==> src/rtl/rdma_pkt_fifo.sv <==
// rdma_pkt_fifo: store-and-forward packet buffer between the RDMA RX and TX
// beat streams. Beats are written as they arrive. A packet becomes readable
// only after its last beat is stored. A packet that cannot fit is tail-dropped
// as a whole, so downstream only ever sees complete packets.
module rdma_pkt_fifo #(
    parameter int DATA_W = 64,
    parameter int DEPTH  = 64,
    parameter int CNT_W  = 16
) (
    input  logic                     clk,
    input  logic                     rst,
    input  logic                     rx_valid,
    input  logic [DATA_W-1:0]        rx_data,
    input  logic                     rx_last,
    output logic                     tx_valid,
    input  logic                     tx_ready,
    output logic [DATA_W-1:0]        tx_data,
    output logic                     tx_last,
    output logic [$clog2(DEPTH):0]   pkt_count,
    output logic [CNT_W-1:0]         drop_count,
    output logic [$clog2(DEPTH):0]   fill_level
);

    localparam int AW = $clog2(DEPTH);
    localparam int PW = AW + 1;
    localparam logic [PW-1:0]    PTR_ONE  = PW'(1);
    localparam logic [PW-1:0]    DEPTH_P  = PW'(DEPTH);
    localparam logic [CNT_W-1:0] CNT_MAX  = {CNT_W{1'b1}};
    localparam logic [CNT_W-1:0] CNT_ONE  = CNT_W'(1);

    // Storage: {last, data} per entry
    logic [DATA_W:0]    mem_r [DEPTH];

    logic [PW-1:0]      wr_ptr_r;
    logic [PW-1:0]      commit_ptr_r;
    logic [PW-1:0]      rd_ptr_r;
    logic               dropping_r;
    logic [PW-1:0]      pkt_count_r;
    logic [CNT_W-1:0]   drop_count_r;
    logic [PW-1:0]      fill_level_r;
    logic               tx_valid_r;
    logic [DATA_W-1:0]  tx_data_r;
    logic               tx_last_r;

    logic [PW-1:0]      used_s;
    logic               full_s;
    logic [PW-1:0]      wr_nxt_s;
    logic [PW-1:0]      commit_nxt_s;
    logic               dropping_nxt_s;
    logic               mem_we_s;
    logic               pkt_inc_s;
    logic               drop_inc_s;
    logic               tx_hs_s;
    logic [PW-1:0]      rd_nxt_s;
    logic               pkt_dec_s;
    logic               ld_valid_s;
    logic [DATA_W:0]    rd_word_s;
    logic [PW-1:0]      pkt_nxt_s;

    // Fullness uses the pointers from before this edge, so a read in the
    // same cycle never rescues a beat that arrives on a full buffer.
    always_comb begin
        used_s = wr_ptr_r - rd_ptr_r;
        full_s = (used_s == DEPTH_P);
    end

    // RX decision: store, tail-drop the partial packet, or discard while dropping
    always_comb begin
        wr_nxt_s       = wr_ptr_r;
        commit_nxt_s   = commit_ptr_r;
        dropping_nxt_s = dropping_r;
        mem_we_s       = 1'b0;
        pkt_inc_s      = 1'b0;
        drop_inc_s     = 1'b0;
        if (rx_valid) begin
            if (dropping_r) begin
                if (rx_last) begin
                    dropping_nxt_s = 1'b0;
                    drop_inc_s     = 1'b1;
                end else begin
                    dropping_nxt_s = 1'b1;
                end
            end else if (!full_s) begin
                mem_we_s = 1'b1;
                wr_nxt_s = wr_ptr_r + PTR_ONE;
                if (rx_last) begin
                    commit_nxt_s = wr_ptr_r + PTR_ONE;
                    pkt_inc_s    = 1'b1;
                end else begin
                    commit_nxt_s = commit_ptr_r;
                end
            end else begin
                // Rewind to the last committed packet boundary
                wr_nxt_s = commit_ptr_r;
                if (rx_last) begin
                    drop_inc_s = 1'b1;
                end else begin
                    dropping_nxt_s = 1'b1;
                end
            end
        end else begin
            wr_nxt_s = wr_ptr_r;
        end
    end

    // TX side: rd_ptr addresses the beat currently shown on the output
    // register. Only commits from earlier edges are visible, which gives the
    // one-cycle gap between the rx_last edge and the rising tx_valid.
    always_comb begin
        tx_hs_s    = tx_valid_r & tx_ready;
        pkt_dec_s  = tx_hs_s & tx_last_r;
        if (tx_hs_s) begin
            rd_nxt_s = rd_ptr_r + PTR_ONE;
        end else begin
            rd_nxt_s = rd_ptr_r;
        end
        ld_valid_s = (rd_nxt_s != commit_ptr_r);
        rd_word_s  = mem_r[rd_nxt_s[AW-1:0]];
    end

    // Packet count: a commit and a last-beat handshake in one cycle cancel
    always_comb begin
        case ({pkt_inc_s, pkt_dec_s})
            2'b10:   pkt_nxt_s = pkt_count_r + PTR_ONE;
            2'b01:   pkt_nxt_s = pkt_count_r - PTR_ONE;
            default: pkt_nxt_s = pkt_count_r;
        endcase
    end

    // Beat storage write port
    always_ff @(posedge clk) begin
        if (!rst && mem_we_s) begin
            mem_r[wr_ptr_r[AW-1:0]] <= {rx_last, rx_data};
        end
    end

    // Pointers, flags, counters and the fall-through output register
    always_ff @(posedge clk) begin
        if (rst) begin
            wr_ptr_r     <= {PW{1'b0}};
            commit_ptr_r <= {PW{1'b0}};
            rd_ptr_r     <= {PW{1'b0}};
            dropping_r   <= 1'b0;
            pkt_count_r  <= {PW{1'b0}};
            drop_count_r <= {CNT_W{1'b0}};
            fill_level_r <= {PW{1'b0}};
            tx_valid_r   <= 1'b0;
            tx_data_r    <= {DATA_W{1'b0}};
            tx_last_r    <= 1'b0;
        end else begin
            wr_ptr_r     <= wr_nxt_s;
            commit_ptr_r <= commit_nxt_s;
            rd_ptr_r     <= rd_nxt_s;
            dropping_r   <= dropping_nxt_s;
            pkt_count_r  <= pkt_nxt_s;
            fill_level_r <= wr_nxt_s - rd_nxt_s;
            if (drop_inc_s && (drop_count_r != CNT_MAX)) begin
                drop_count_r <= drop_count_r + CNT_ONE;
            end else begin
                drop_count_r <= drop_count_r;
            end
            tx_valid_r <= ld_valid_s;
            if (ld_valid_s) begin
                tx_data_r <= rd_word_s[DATA_W-1:0];
                tx_last_r <= rd_word_s[DATA_W];
            end else begin
                tx_data_r <= {DATA_W{1'b0}};
                tx_last_r <= 1'b0;
            end
        end
    end

    assign tx_valid   = tx_valid_r;
    assign tx_data    = tx_data_r;
    assign tx_last    = tx_last_r;
    assign pkt_count  = pkt_count_r;
    assign drop_count = drop_count_r;
    assign fill_level = fill_level_r;

endmodule
==> config.mk <==
export PLATFORM = sky130hd
export DESIGN_NAME = rdma_pkt_fifo
export DESIGN_NICKNAME = d
export VERILOG_FILES = /design/src/rtl/rdma_pkt_fifo.sv
export SDC_FILE = /design/constraint.sdc
export NUM_CORES = 2
export LEC_CHECK = 0
export ABC_AREA = 1
export CORE_MARGIN = 2
export CORE_UTILIZATION = 40
export DETAILED_ROUTE_END_ITERATION = 8
export REMOVE_ABC_BUFFERS = 1
export SKIP_CTS_REPAIR_TIMING = 1
export SLEW_MARGIN = 25
export SYNTH_ARGS = -nofsm -noshare
export SYNTH_HDL_FRONTEND = slang
export SYNTH_MEMORY_MAX_BITS = 65536
export SYNTH_SLANG_ARGS = --single-unit
export TNS_END_PERCENT = 100
==> constraint.sdc <==
create_clock -name clk -period 5.25 [get_ports clk]
set_input_delay 0.525 -clock clk [delete_from_list [all_inputs] [get_ports clk]]
set_output_delay 0.525 -clock clk [all_outputs]
set_load 0.01 [all_outputs]
---- Word level (Yosys, flattened, before mapping) ----
Memory sizes are Yosys's and may differ from the RTL's. A register that Yosys moved wholly into a read port is not among the register bits.
Cells that the tools add are included.
storage, ports and cells
  RAM bits ................................ 4160
  memories kept ........................... 1
  logic and storage cells ................. 52
  output and inout port bits .............. 96
  bits of input ports ..................... 69
  register bits after elaboration ......... 53
cells by class
  mux-type cells .......................... 20
  equality and inequality tests ........... 5
  bitwise operators ....................... 5
  reduce and logical (&&, ||, !) cells .... 6
  add/sub/neg operators ................... 7
memories
  memory  depth  bits a word  read ports  clocked after memory_dff  write ports  RTL line  text
  mem_r   64     65           1           1                         1            32        logic [DATA_W:0] mem_r [DEPTH];
operators with widths
  kind                     number
  $mux W7                  4
  $add A7 B1 Y7 const B    3
  $add A16 B1 Y16 const B  1
  $ne A16 B16 Y1 const B   1
  $mux W1                  15
  $pmux W7 S2              1
  $sub A7 B7 Y7            2
  $eq A7 B7 Y1 const B     1
  $ne A7 B7 Y1             1
  $sub A7 B1 Y7 const B    1
  $reduce_and A4 Y1        1
  $not A1 Y1               3
  $and A1 B1 Y1            2
  $eq A2 B1 Y1 const B     1
  $eq A2 B2 Y1 const B     1
  $logic_and A1 B1 Y1      2
  $reduce_bool A2 Y1       1
  $reduce_or A2 Y1         1
  $logic_not A1 Y1         1

---- Longest topological paths before layout ----
  word-level depth ........................ 8
  gate-level depth with buffers ........... 27

---- Least setup slack after synthesis ----
No wires, ideal clock.
  kind .................................... register to register
  start point ............................. register rd_ptr_r[2]
  end point ............................... memory mem_r[0][0] in the netlist's numbering (enable)
  buffers on the path ..................... 1
  period minus slack after synthesis ...... 5.325 ns
  setup slack ............................. -0.075 ns
  cell stages (with the launch flop) ...... 14
  data required time ...................... 4.761 ns
  arrival ................................. 4.836 ns
  cells stage by stage .................... dfxtp_1 inv_1 ha_1 nand2_1 nor2_1 nand2_1 nand3_1 nand2_1 nand2_1 nor2_1 clkbuf_1 nor3_2 nand4_1 nor2_1
on the way
  cells in the longest elaborated chain, start to end .. 8
ends and longest elaborated chain
  item                           RTL line  text
  start, declared                36        logic [PW-1:0] rd_ptr_r;
  start signal, assigned         142       rd_ptr_r <= {PW{1'b0}};
  start signal, assigned         153       rd_ptr_r <= rd_nxt_s;
  $sub A7 B7 Y7                  63        used_s = wr_ptr_r - rd_ptr_r;
  $eq A7 B7 Y1                   64        full_s = (used_s == DEPTH_P);
  $mux W1                        83        end else if (!full_s) begin
  $mux W1                        76        if (dropping_r) begin
  $mux W1                        75        if (rx_valid) begin
  $logic_and A1 B1 Y1            132       if (!rst && mem_we_s) begin
  $mux W1                        132
  $mux W1 (not written as such)  133       mem_r[wr_ptr_r[AW-1:0]] <= {rx_last, rx_data};
  end, declared                  32
No other way between the ends.

---- Final worst setup path ----
  start point ............................. register wr_ptr_r[0]
  end point ............................... memory mem_r[23][20] in the netlist's numbering (enable)
on the way
  cells in the longest elaborated chain, start to end .. 8
ends and longest elaborated chain
  item                           RTL line  text
  start, declared                34        logic [PW-1:0] wr_ptr_r;
  start signal, assigned         140       wr_ptr_r <= {PW{1'b0}};
  start signal, assigned         151       wr_ptr_r <= wr_nxt_s;
  $sub A7 B7 Y7                  63
  $eq A7 B7 Y1                   64
  $mux W1                        83
  $mux W1                        76
  $mux W1                        75
  $logic_and A1 B1 Y1            132
  $mux W1                        132
  $mux W1 (not written as such)  133
Several ways; a longest one is shown, not always the timed one.

==> results.yml <==
timing:
  fmax_mhz: 236
  fin_crit_ps: 4240
  fin_ws_ps: 1010
  rsz0062_at_grt: "false"
  final-setup-viol-count: 0
  skew_ps: 51.2
  worstMarginPinSlew_ps: 1360
  final.period_utilization_pct: 80.8
  slew_violations: 0
  tns_ps: 0
  relSlewSlack_pct: 9.57
  hold_viol: 0
global_route:
  grt_start_max_net_pins: 208
  grt-ovfl-total: 0
  grt_pass1_vias: 112000
  antenna_found_initial: 24
  grt_pass1_wl_um: 769000
  grt_usage_pct: 23.7
synth:
  synth-xor-area-share_pct: 0.191
  synth.distinct_cells: 34
  synth_top_family_by_area: "simple AND/OR/NAND/NOR gates"
  yosys_warnings: 0
  async_flop_share_pct: 0
  synth.cell_area_um2: 173000
  yosysSeqAreaShare_pct: 73.7
  ys.flop_type: "edfxtp_1"
  synth_top_area_share_pct: 72.4
  muxShareOfSynthArea_pct: 0
  synthAdderAreaFrac_pct: 0.142
  syn_inst: 14400
  yosys.area_share.simple_pct: 22.9
  synth_edf_count: 4160
  synth_largest_area_cell: "edfxtp_1"
  ys_seq_elements: 4278
  synth.area.top_cells: "edfxtp_1, nand3_1, nand2_1"
  synth_compound_area_share_pct: 0.416
  synth_area_per_cell_um2: 12.0
route:
  via_count: 117000
  routedWlPerCell_um: 26.1
  drt_iter0_drc: 15700
  antenna_left: 0
  dr.pass1.iters: 8
  drt-total-wl_um: 532000
  drc_errors: 0
  via_per_inst: 5.76
layout:
  finalInstanceArea_um2: 196000
  seq_area_um2: 127000
  fin_cells: 20400
  multiInputGateArea_um2: 41300
  drive_gt1_share_pct: 7.42
  nFillCells: 38200
  nets: 14400
  areaGrowthSynthToFinish_pct: 13.5
place:
  hpwl_um: 248000
  dp.cells: 19600
  placed_cell_area_um2: 182000
  post-place-ws_ps: 909
  io_buffers: 164
  globalplace.congestion: 0.774
critical_path:
  critPathLaunchType: "flip-flop"
  critPathMaxFanout: 65
  cp.arrival_ps: 4840
  critPathCaptureType: "flip-flop"
  crit_type: "reg2reg"
  crit_required_ps: 5850
clock_network:
  cts.clk_slew.worst_paths_ps: 60
  cts_buffers: 431
  clk_latency_ps: 990
  cts_tree: "yes"
  clockRootBuffer: "clkbuf_16"
  ctsLongestPathBuffers: 4
  cts_sinks: 4278
  cts_max_level: 5
floorplanning:
  die_x_um: 661
  dieArea_um2: 437000
  core-area_um2: 430000
  dieHeight_um: 661
  ioPinCount: 165
  start_util_pct: 40.1
  rows: 241
power:
  power_uw: 87500
  p_leak_uw: 0.0673
  power.density_nw_per_um2: 446
  vdd_drop_max_uv: 667
min_path:
  min_path_type: "in2reg"
run:
  maxCapViolations: 0
status:
  outcome: "finished, final reports clean"
-- logic make-up (layout without fill, tap and decap cells) --
kind of cell,Yosys count,after routing
AO/OA/AOI/OAI,142,142
flip-flops,4278,4278
buffers and inverters,1138,1363
AND/OR/NAND/NOR,8832,8832
XOR/XNOR,35,35
other,0,10
adder cells (fa/ha/maj),19,19
-- synth_stat cells (4+ instances only) --
cell	instances
xor2_1	23
edfxtp_1	4160
a21oi_1	112
nor2_1	447
buf_2	249
buf_1	148
ha_1	18
o21ai_0	27
nand2_1	3369
dfxtp_1	118
nor3_1	4
xnor2_1	9
clkbuf_1	663
nand4_1	13
buf_4	5
inv_1	67
nand3_1	4990
-- power by group --
group          internal (uW)  switching, uW  leakage (uW)
sequential             38300            466        0.0384
combinational           5390          12800        0.0221
clock                  17600          13000       0.00681
total                  61200          26300        0.0673
-- worst max-delay path, cell delays in order, from the launching register on --
cell	delay (ps)
dfxtp_1	460
clkinv_1	340
ha_1	310
inv_1	60
nand2_1	50
nand2_1	60
nand2_1	70
nand3_1	60
nand2_1	80
nand2_1	60
nor2_1	160
nor3_2	450
nand2_1	680
nor2_4	300
buf_12	560
-- path summary, 6_finish.rpt --
check,startpoint,endpoint,slack (ps),depth (start not counted)
worst max-delay path,wr_ptr_r[0],mem_r[23][20],1010,14
worst min-delay path,rx_data[48],mem_r[38][48],40,1
worst max register to register,wr_ptr_r[0],mem_r[23][20],1010,14
worst min register to register,pkt_count[6],pkt_count[6],480,2
-- flip-flops by register name, indices dropped and copies added (netlist names) --
| name | cells |
|---|---|
| wr_ptr_r | 7 |
| mem_r | 4160 |
| pkt_count | 7 |
| tx_valid | 1 |
| rd_ptr_r | 7 |
| drop_count | 16 |
| fill_level | 7 |
| commit_ptr_r | 7 |
| tx_data | 64 |
| dropping_r | 1 |
| tx_last | 1 |
-- routing by layer --
metal  part of all wire [%]  track usage, %  vias to the layer above
met2                     46            38.3                     5762
met1                     40            32.8                    58900
met4                    2.8            6.41                       10
met3                     10            4.55                      844
met5                  0.012               0                        -
li1                       -               -                    51900
-- layout make-up --
| cell class | count | share of cell area (%) |
|---|---|---|
| Sequential cell | 4278 | 64.9 |
| Multi-Input combinational cell | 9028 | 21.1 |
| Clock buffer | 582 | 6.06 |
| Tap cell | 5710 | 3.65 |
| Timing Repair Buffer | 495 | 3.03 |
| Clock inverter | 214 | 1.06 |
| Inverter | 72 | 0.156 |
| Antenna cell | 10 | 0.0128 |
-- through the flow --
stage,hold slack (ps),util [%]
global placement,475,42.2
detailed placement,476,42.3
finish,40.9,45.5
floorplan,457,-
CTS,-5.60,45.5
global route,34.4,45.5
-- layout by cell type (no fill, tap or decap), types with 2 or more instances in the layout --
cell	instances
nand3_1	4989
edfxtp_1	4160
nand2_1	3364
clkbuf_16	441
nor2_1	383
buf_4	215
buf_12	161
dfxtp_1	118
a21oi_1	111
clkbuf_1	110
clkdlybuf4s50_1	99
clkinv_1	77
inv_1	66
nor2_4	65
clkinv_2	65
bufinv_16	35
clkbuf_8	31
o21ai_0	27
xor2_1	23
ha_1	18
buf_2	18
clkinvlp_4	14
nand4_1	13
inv_6	13
diode_2	10
xnor2_1	9
nand2_4	5
inv_8	5
inv_16	5
nor3_1	4
xor2_4	3
clkinv_8	3
clkinv_4	2
Note: power is estimated with default switching activity, not from simulation.
